==> config.mk <==
export PLATFORM = sky130hd
export DESIGN_NAME = gray_scale_pipe
export DESIGN_NICKNAME = d
export VERILOG_FILES = /design/src/rtl/gray_scale_pipe.sv
export SDC_FILE = /design/constraint.sdc
export NUM_CORES = 1
export LEC_CHECK = 0
export CORE_ASPECT_RATIO = 1.25
export CORE_UTILIZATION = 60
export CTS_BUF_LIST = sky130_fd_sc_hd__clkbuf_2 sky130_fd_sc_hd__clkbuf_4 sky130_fd_sc_hd__clkbuf_8
export DETAILED_ROUTE_END_ITERATION = 10
export PLACE_DENSITY = 0.79
export REMOVE_ABC_BUFFERS = 1
export SETUP_SLACK_MARGIN = 0.15
export SLEW_MARGIN = 20
export SYNTH_ARGS = -nofsm -noshare
export SYNTH_HDL_FRONTEND = slang
export SYNTH_SLANG_ARGS = --single-unit
==> constraint.sdc <==
create_clock -name clk -period 7.8 [get_ports clk]
set_clock_uncertainty 0.15 [all_clocks]
set_input_delay 1.56 -clock clk [delete_from_list [all_inputs] [get_ports clk]]
set_output_delay 1.56 -clock clk [all_outputs]
set_load 0.02 [all_outputs]
==> src/rtl/gray_scale_pipe.sv <==
// Three-stage RGB-to-gray converter: expand channels, reduce by mode, scale/pack.
// Latency 3 clk, 1 pixel/clk; valid/ready with full backpressure.
module gray_scale_pipe #(
    parameter int R_W   = 3,
    parameter int G_W   = 3,
    parameter int B_W   = 2,
    parameter int OUT_W = 8,
    parameter int PACK  = 1,
    localparam int IN_W = R_W + G_W + B_W,
    localparam int OW   = (PACK != 0) ? IN_W : OUT_W
) (
    input  logic            clk,
    input  logic            reset,
    input  logic            in_valid,
    output logic            in_ready,
    input  logic [IN_W-1:0] pixel_in,
    input  logic [1:0]      mode,
    input  logic            in_sof,
    input  logic            in_eol,
    output logic            out_valid,
    input  logic            out_ready,
    output logic [OW-1:0]   pixel_out,
    output logic            out_sof,
    output logic            out_eol
);

    logic [R_W-1:0] w_r;
    logic [G_W-1:0] w_g;
    logic [B_W-1:0] w_b;
    logic [7:0]     w_r8;
    logic [7:0]     w_g8;
    logic [7:0]     w_b8;

    logic           w_ld1;
    logic           w_ld2;
    logic           w_ld3;

    logic [9:0]     w_sum;
    logic [16:0]    w_avg_prod;
    logic [15:0]    w_luma_prod;
    logic [7:0]     w_avg;
    logic [7:0]     w_luma;
    logic [7:0]     w_max_rg;
    logic [7:0]     w_max;
    logic [7:0]     w_gray;
    logic [OW-1:0]  w_pix;

    logic           r1_v;
    logic [7:0]     r1_r8;
    logic [7:0]     r1_g8;
    logic [7:0]     r1_b8;
    logic [1:0]     r1_mode;
    logic           r1_sof;
    logic           r1_eol;

    logic           r2_v;
    logic [7:0]     r2_gray;
    logic           r2_sof;
    logic           r2_eol;

    logic           r3_v;
    logic [OW-1:0]  r3_pix;
    logic           r3_sof;
    logic           r3_eol;

    assign w_r = pixel_in[IN_W-1 -: R_W];
    assign w_g = pixel_in[B_W +: G_W];
    assign w_b = pixel_in[B_W-1:0];

    // Bit replication keeps full-scale inputs at full scale (e.g. 3'b111 -> 8'hFF).
    genvar gi;
    for (gi = 0; gi < 8; gi++) begin : g_expand
        assign w_r8[7-gi] = w_r[R_W-1-(gi % R_W)];
        assign w_g8[7-gi] = w_g[G_W-1-(gi % G_W)];
        assign w_b8[7-gi] = w_b[B_W-1-(gi % B_W)];
    end

    // A stage may load when empty or when the stage after it is also moving.
    assign w_ld3    = !r3_v || out_ready;
    assign w_ld2    = !r2_v || w_ld3;
    assign w_ld1    = !r1_v || w_ld2;
    assign in_ready = w_ld1;

    always_ff @(posedge clk or posedge reset) begin
        if (reset) begin
            r1_v    <= 1'b0;
            r1_r8   <= '0;
            r1_g8   <= '0;
            r1_b8   <= '0;
            r1_mode <= '0;
            r1_sof  <= 1'b0;
            r1_eol  <= 1'b0;
        end else if (w_ld1) begin
            r1_v <= in_valid;
            if (in_valid) begin
                r1_r8   <= w_r8;
                r1_g8   <= w_g8;
                r1_b8   <= w_b8;
                r1_mode <= mode;
                r1_sof  <= in_sof;
                r1_eol  <= in_eol;
            end
        end
    end

    // 171/512 approximates 1/3 with rounding; 765*171+256 still fits 17 bits.
    assign w_sum       = {2'b00, r1_r8} + {2'b00, r1_g8} + {2'b00, r1_b8};
    assign w_avg_prod  = 17'(w_sum) * 17'd171 + 17'd256;
    assign w_avg       = 8'(w_avg_prod >> 9);
    assign w_luma_prod = 16'(r1_r8) * 16'd77 + 16'(r1_g8) * 16'd150
                       + 16'(r1_b8) * 16'd29 + 16'd128;
    assign w_luma      = 8'(w_luma_prod >> 8);
    assign w_max_rg    = (r1_r8 > r1_g8) ? r1_r8 : r1_g8;
    assign w_max       = (w_max_rg > r1_b8) ? w_max_rg : r1_b8;

    always_comb begin
        w_gray = w_avg;
        case (r1_mode)
            2'd0:    w_gray = w_avg;
            2'd1:    w_gray = w_luma;
            2'd2:    w_gray = r1_g8;
            default: w_gray = w_max;
        endcase
    end

    always_ff @(posedge clk or posedge reset) begin
        if (reset) begin
            r2_v    <= 1'b0;
            r2_gray <= '0;
            r2_sof  <= 1'b0;
            r2_eol  <= 1'b0;
        end else if (w_ld2) begin
            r2_v <= r1_v;
            if (r1_v) begin
                r2_gray <= w_gray;
                r2_sof  <= r1_sof;
                r2_eol  <= r1_eol;
            end
        end
    end

    if (PACK != 0) begin : g_pack
        assign w_pix = {R_W'(r2_gray >> (8 - R_W)),
                        G_W'(r2_gray >> (8 - G_W)),
                        B_W'(r2_gray >> (8 - B_W))};
    end else begin : g_raw
        assign w_pix = OUT_W'(r2_gray >> (8 - OUT_W));
    end

    always_ff @(posedge clk or posedge reset) begin
        if (reset) begin
            r3_v   <= 1'b0;
            r3_pix <= '0;
            r3_sof <= 1'b0;
            r3_eol <= 1'b0;
        end else if (w_ld3) begin
            r3_v <= r2_v;
            if (r2_v) begin
                r3_pix <= w_pix;
                r3_sof <= r2_sof;
                r3_eol <= r2_eol;
            end
        end
    end

    assign out_valid = r3_v;
    assign pixel_out = r3_pix;
    assign out_sof   = r3_sof;
    assign out_eol   = r3_eol;

endmodule
==> impl_metrics.toml <==
[status]
status = "complete, no violations"

[routing]
wl_per_cell_um = 16.5
wirelength_mm = 12.4
antenna_left = 0
via_count = 4300
firstDrtPassIters = 4
drtIter0Drc = 155
drcViolationCount = 0
vias_per_cell = 5.69

[die]
rows = 40
core-area_um2 = 9610
ios = 28
die_height_um = 113
die_w_um = 90.8
die_area_um2 = 10300
start_util_pct = 61.5

[logic_synthesis]
synthCells = 602
synth_flop_cell = "dfrtp_1"
synth_mux_area_share_pct = 4.15
syn_area_per_cell_um2 = 9.81
synth_compound_area_share_pct = 10.0
synth_top_family_by_area = "adder cells"
synth-seq-cells = 25
synthSimpleGateAreaFrac_pct = 8.09
synth_xor_area_share_pct = 5.27
ys_async_sr_fraction_pct = 100
synth_seq_area_share_pct = 10.6
synth_warnings = 0
synthAdderAreaFrac_pct = 52.7
syn_area_um2 = 5910
yosys.cell_types.count = 60
synth_edf_count = 0

[setup_path]
critical_path.cell_chain = "inv_1 > ha_1 > xnor2_1 > inv_1 > fa_1 > xor2_1 > a21oi_1 > o21ai_0 > o21ai_0 > xor2_1 > fa_1 > fa_1 > inv_1 > fa_1 > inv_1 > fa_1 > ha_1 > ha_1 > a211o_1 > o211ai_1 > a21oi_1 > nor2_2 > mux2i_1 > o32a_1"
critical_path_class = "reg -> reg"
critPathCaptureType = "flop"
reg2regPathDepth = 24
crit_fanout = 11
startpoint_type = "flop"
r2r_start = "r1_g8[4]$_DFFE_PP0P_"
critPathRequiredTime_ps = 7820
r2r_end = "r2_gray[6]$_DFFE_PP0P_"
crit_path_frequent_cell = "fa_1"
critPathArrivalTime_ps = 7070
worst_path_largest_cell_delay_ps = 610
reg2reg_slack_ps = 750
cp_slowest_cell = "dfrtp_1"

[grt]
grt_max_degree = 26
grt_pass1_wl_mm = 21.7
grt_pass1_vias = 4741
grt_use_total_pct = 26.3
antenna_found_initial = 0
grt-ovfl-total = 0

[placed_design]
port_buffers = 27
dp_hpwl_mm = 10.9
placed_area_um2 = 6330
gp_congestion = 0.936

[finish]
diodes = 0
drive_above_1_share_pct = 7.30
fillers = 789
fin_nets = 860
areaGrowthSynthToFinish_pct = 7.96
stdcell_area_um2 = 6380

[cts]
cts-buffers-inserted = 3
cts_resized = 0
postCtsSetupBuffers = 0
cts_buffer_depth = 2
path_clk_slew_ps = 90
cts_tree = "yes"
clk-insertion-delay-late_ps = 280
cts_sinks = 25
h-tree-depth = 1
holdBufCountCts = 0
root_buffer = "clkbuf_8"

[worst_hold_path]
worstHoldStart = "r1_sof$_DFFE_PP0P_"
hold_depth = 2
hold_end = "r2_sof$_DFFE_PP0P_"
hp-class = "reg -> reg"

[sta]
max_freq_mhz = 142
period_share_pct = 90.3
finalHoldViolations = 0
rsz0062_at_grt = "no"
worstMarginPinSlew_ps = 944
finalSetupTns_ps = 0
slew_headroom_pct = 37.0
layout_min_cycle_time_ps = 7050
finalSetupViolCount = 0
drv_slew = 0

[job]
cap_violations = 0
==> state kept, by name, summed over array words and instances, names as in the netlist, 2 cells and up <==
name and cells:
r1_r8 3, r1_b8 2, pixel_out 3, r1_mode 2, r2_gray 3, r1_g8 3
==> through the flow <==
step	hold WS (ps)	utilization (%)	instances	setup WS [ps]
after floorplan	283	-	589	917
after global placement	300	65.9	752	909
after detailed placement	315	65.9	752	790
after CTS	341	66.4	756	754
after global routing	365	66.4	756	347
final	338	66.4	756	754
==> worst max path at each step <==
stage                               from                     end  slack (ps)  depth (start not counted)
finish              r1_g8[4]$_DFFE_PP0P_  r2_gray[6]$_DFFE_PP0P_         750                         24
global route        r1_g8[4]$_DFFE_PP0P_  r2_gray[6]$_DFFE_PP0P_         350                         24
CTS                 r1_g8[4]$_DFFE_PP0P_  r2_gray[6]$_DFFE_PP0P_         750                         24
detailed placement  r1_g8[4]$_DFFE_PP0P_  r2_gray[6]$_DFFE_PP0P_         790                         24
global placement    r1_g8[4]$_DFFE_PP0P_  r2_gray[6]$_DFFE_PP0P_         910                         24
floorplan           r1_g8[6]$_DFFE_PP0P_  r2_gray[6]$_DFFE_PP0P_         920                         24
==> kinds of logic after synthesis <==
group                    count (synthesis)
AO/OA/AOI/OAI                           84
AND/OR/NAND/NOR                         89
buffers and inverters                  135
adder cells (fa/ha/maj)                213
flip-flops                              25
XOR/XNOR                                34
multiplexers                            22
==> cells in the final DEF, fill, tap and decap left out, types with 5 or more instances in the layout <==
master,n
nor3_1,6
nor2_1,13
o2111ai_1,5
dfrtp_1,25
ha_1,153
inv_1,121
xnor2_1,20
o21ai_0,15
o21a_1,6
a21o_1,5
buf_4,10
nand3_1,8
a21oi_1,19
clkdlybuf4s50_1,27
fa_1,60
nand2_1,23
nand4_1,6
mux2_2,20
nand2b_1,6
xor2_1,13
==> cells in the mapped netlist, types with 8 or more instances <==
| cell type | instances | area, µm² |
|---|---|---|
| ha_1 | 153 | 1910 |
| inv_1 | 121 | 454 |
| fa_1 | 60 | 1200 |
| dfrtp_1 | 25 | 626 |
| nand2_1 | 23 | 86.3 |
| mux2_2 | 20 | 225 |
| xnor2_1 | 20 | 175 |
| a21oi_1 | 19 | 95.1 |
| o21ai_0 | 15 | 75.1 |
| nor2_1 | 13 | 48.8 |
| xor2_1 | 13 | 114 |
| nand3_1 | 8 | 40.0 |
==> final cells by class <==
| class | count | area [µm²] | area share [%] |
|---|---|---|---|
| multi-input cells | 442 | 4740 | 74.4 |
| flip-flops and latches | 25 | 626 | 9.81 |
| inverters | 122 | 458 | 7.18 |
| repair buffers | 37 | 345 | 5.41 |
| well taps | 126 | 158 | 2.47 |
| clock buffers | 3 | 41.3 | 0.647 |
| clock inverters | 1 | 7.51 | 0.118 |
==> routing by layer <==
metal | track usage [%] | vias up | share of wire, %
met3 | 2.02 | 33 | 2.6
li1 | - | 2083 | -
met5 | 0 | - | 0
met1 | 30.2 | 2106 | 40
met2 | 50.5 | 78 | 54
met4 | 10.0 | 0 | 3.3
==> critical path: cells and delay by family, from the launching register on <==
family	cells	cell delay [ps]
flops	1	610
buf+inv	4	470
mux	1	110
xor+xnor	3	710
simple gates	1	200
fa+ha+maj	8	3510
compound gates	7	1190
Power is not shown: default switching activity piles up to over one toggle a cycle in this logic, so the estimate is an artifact.
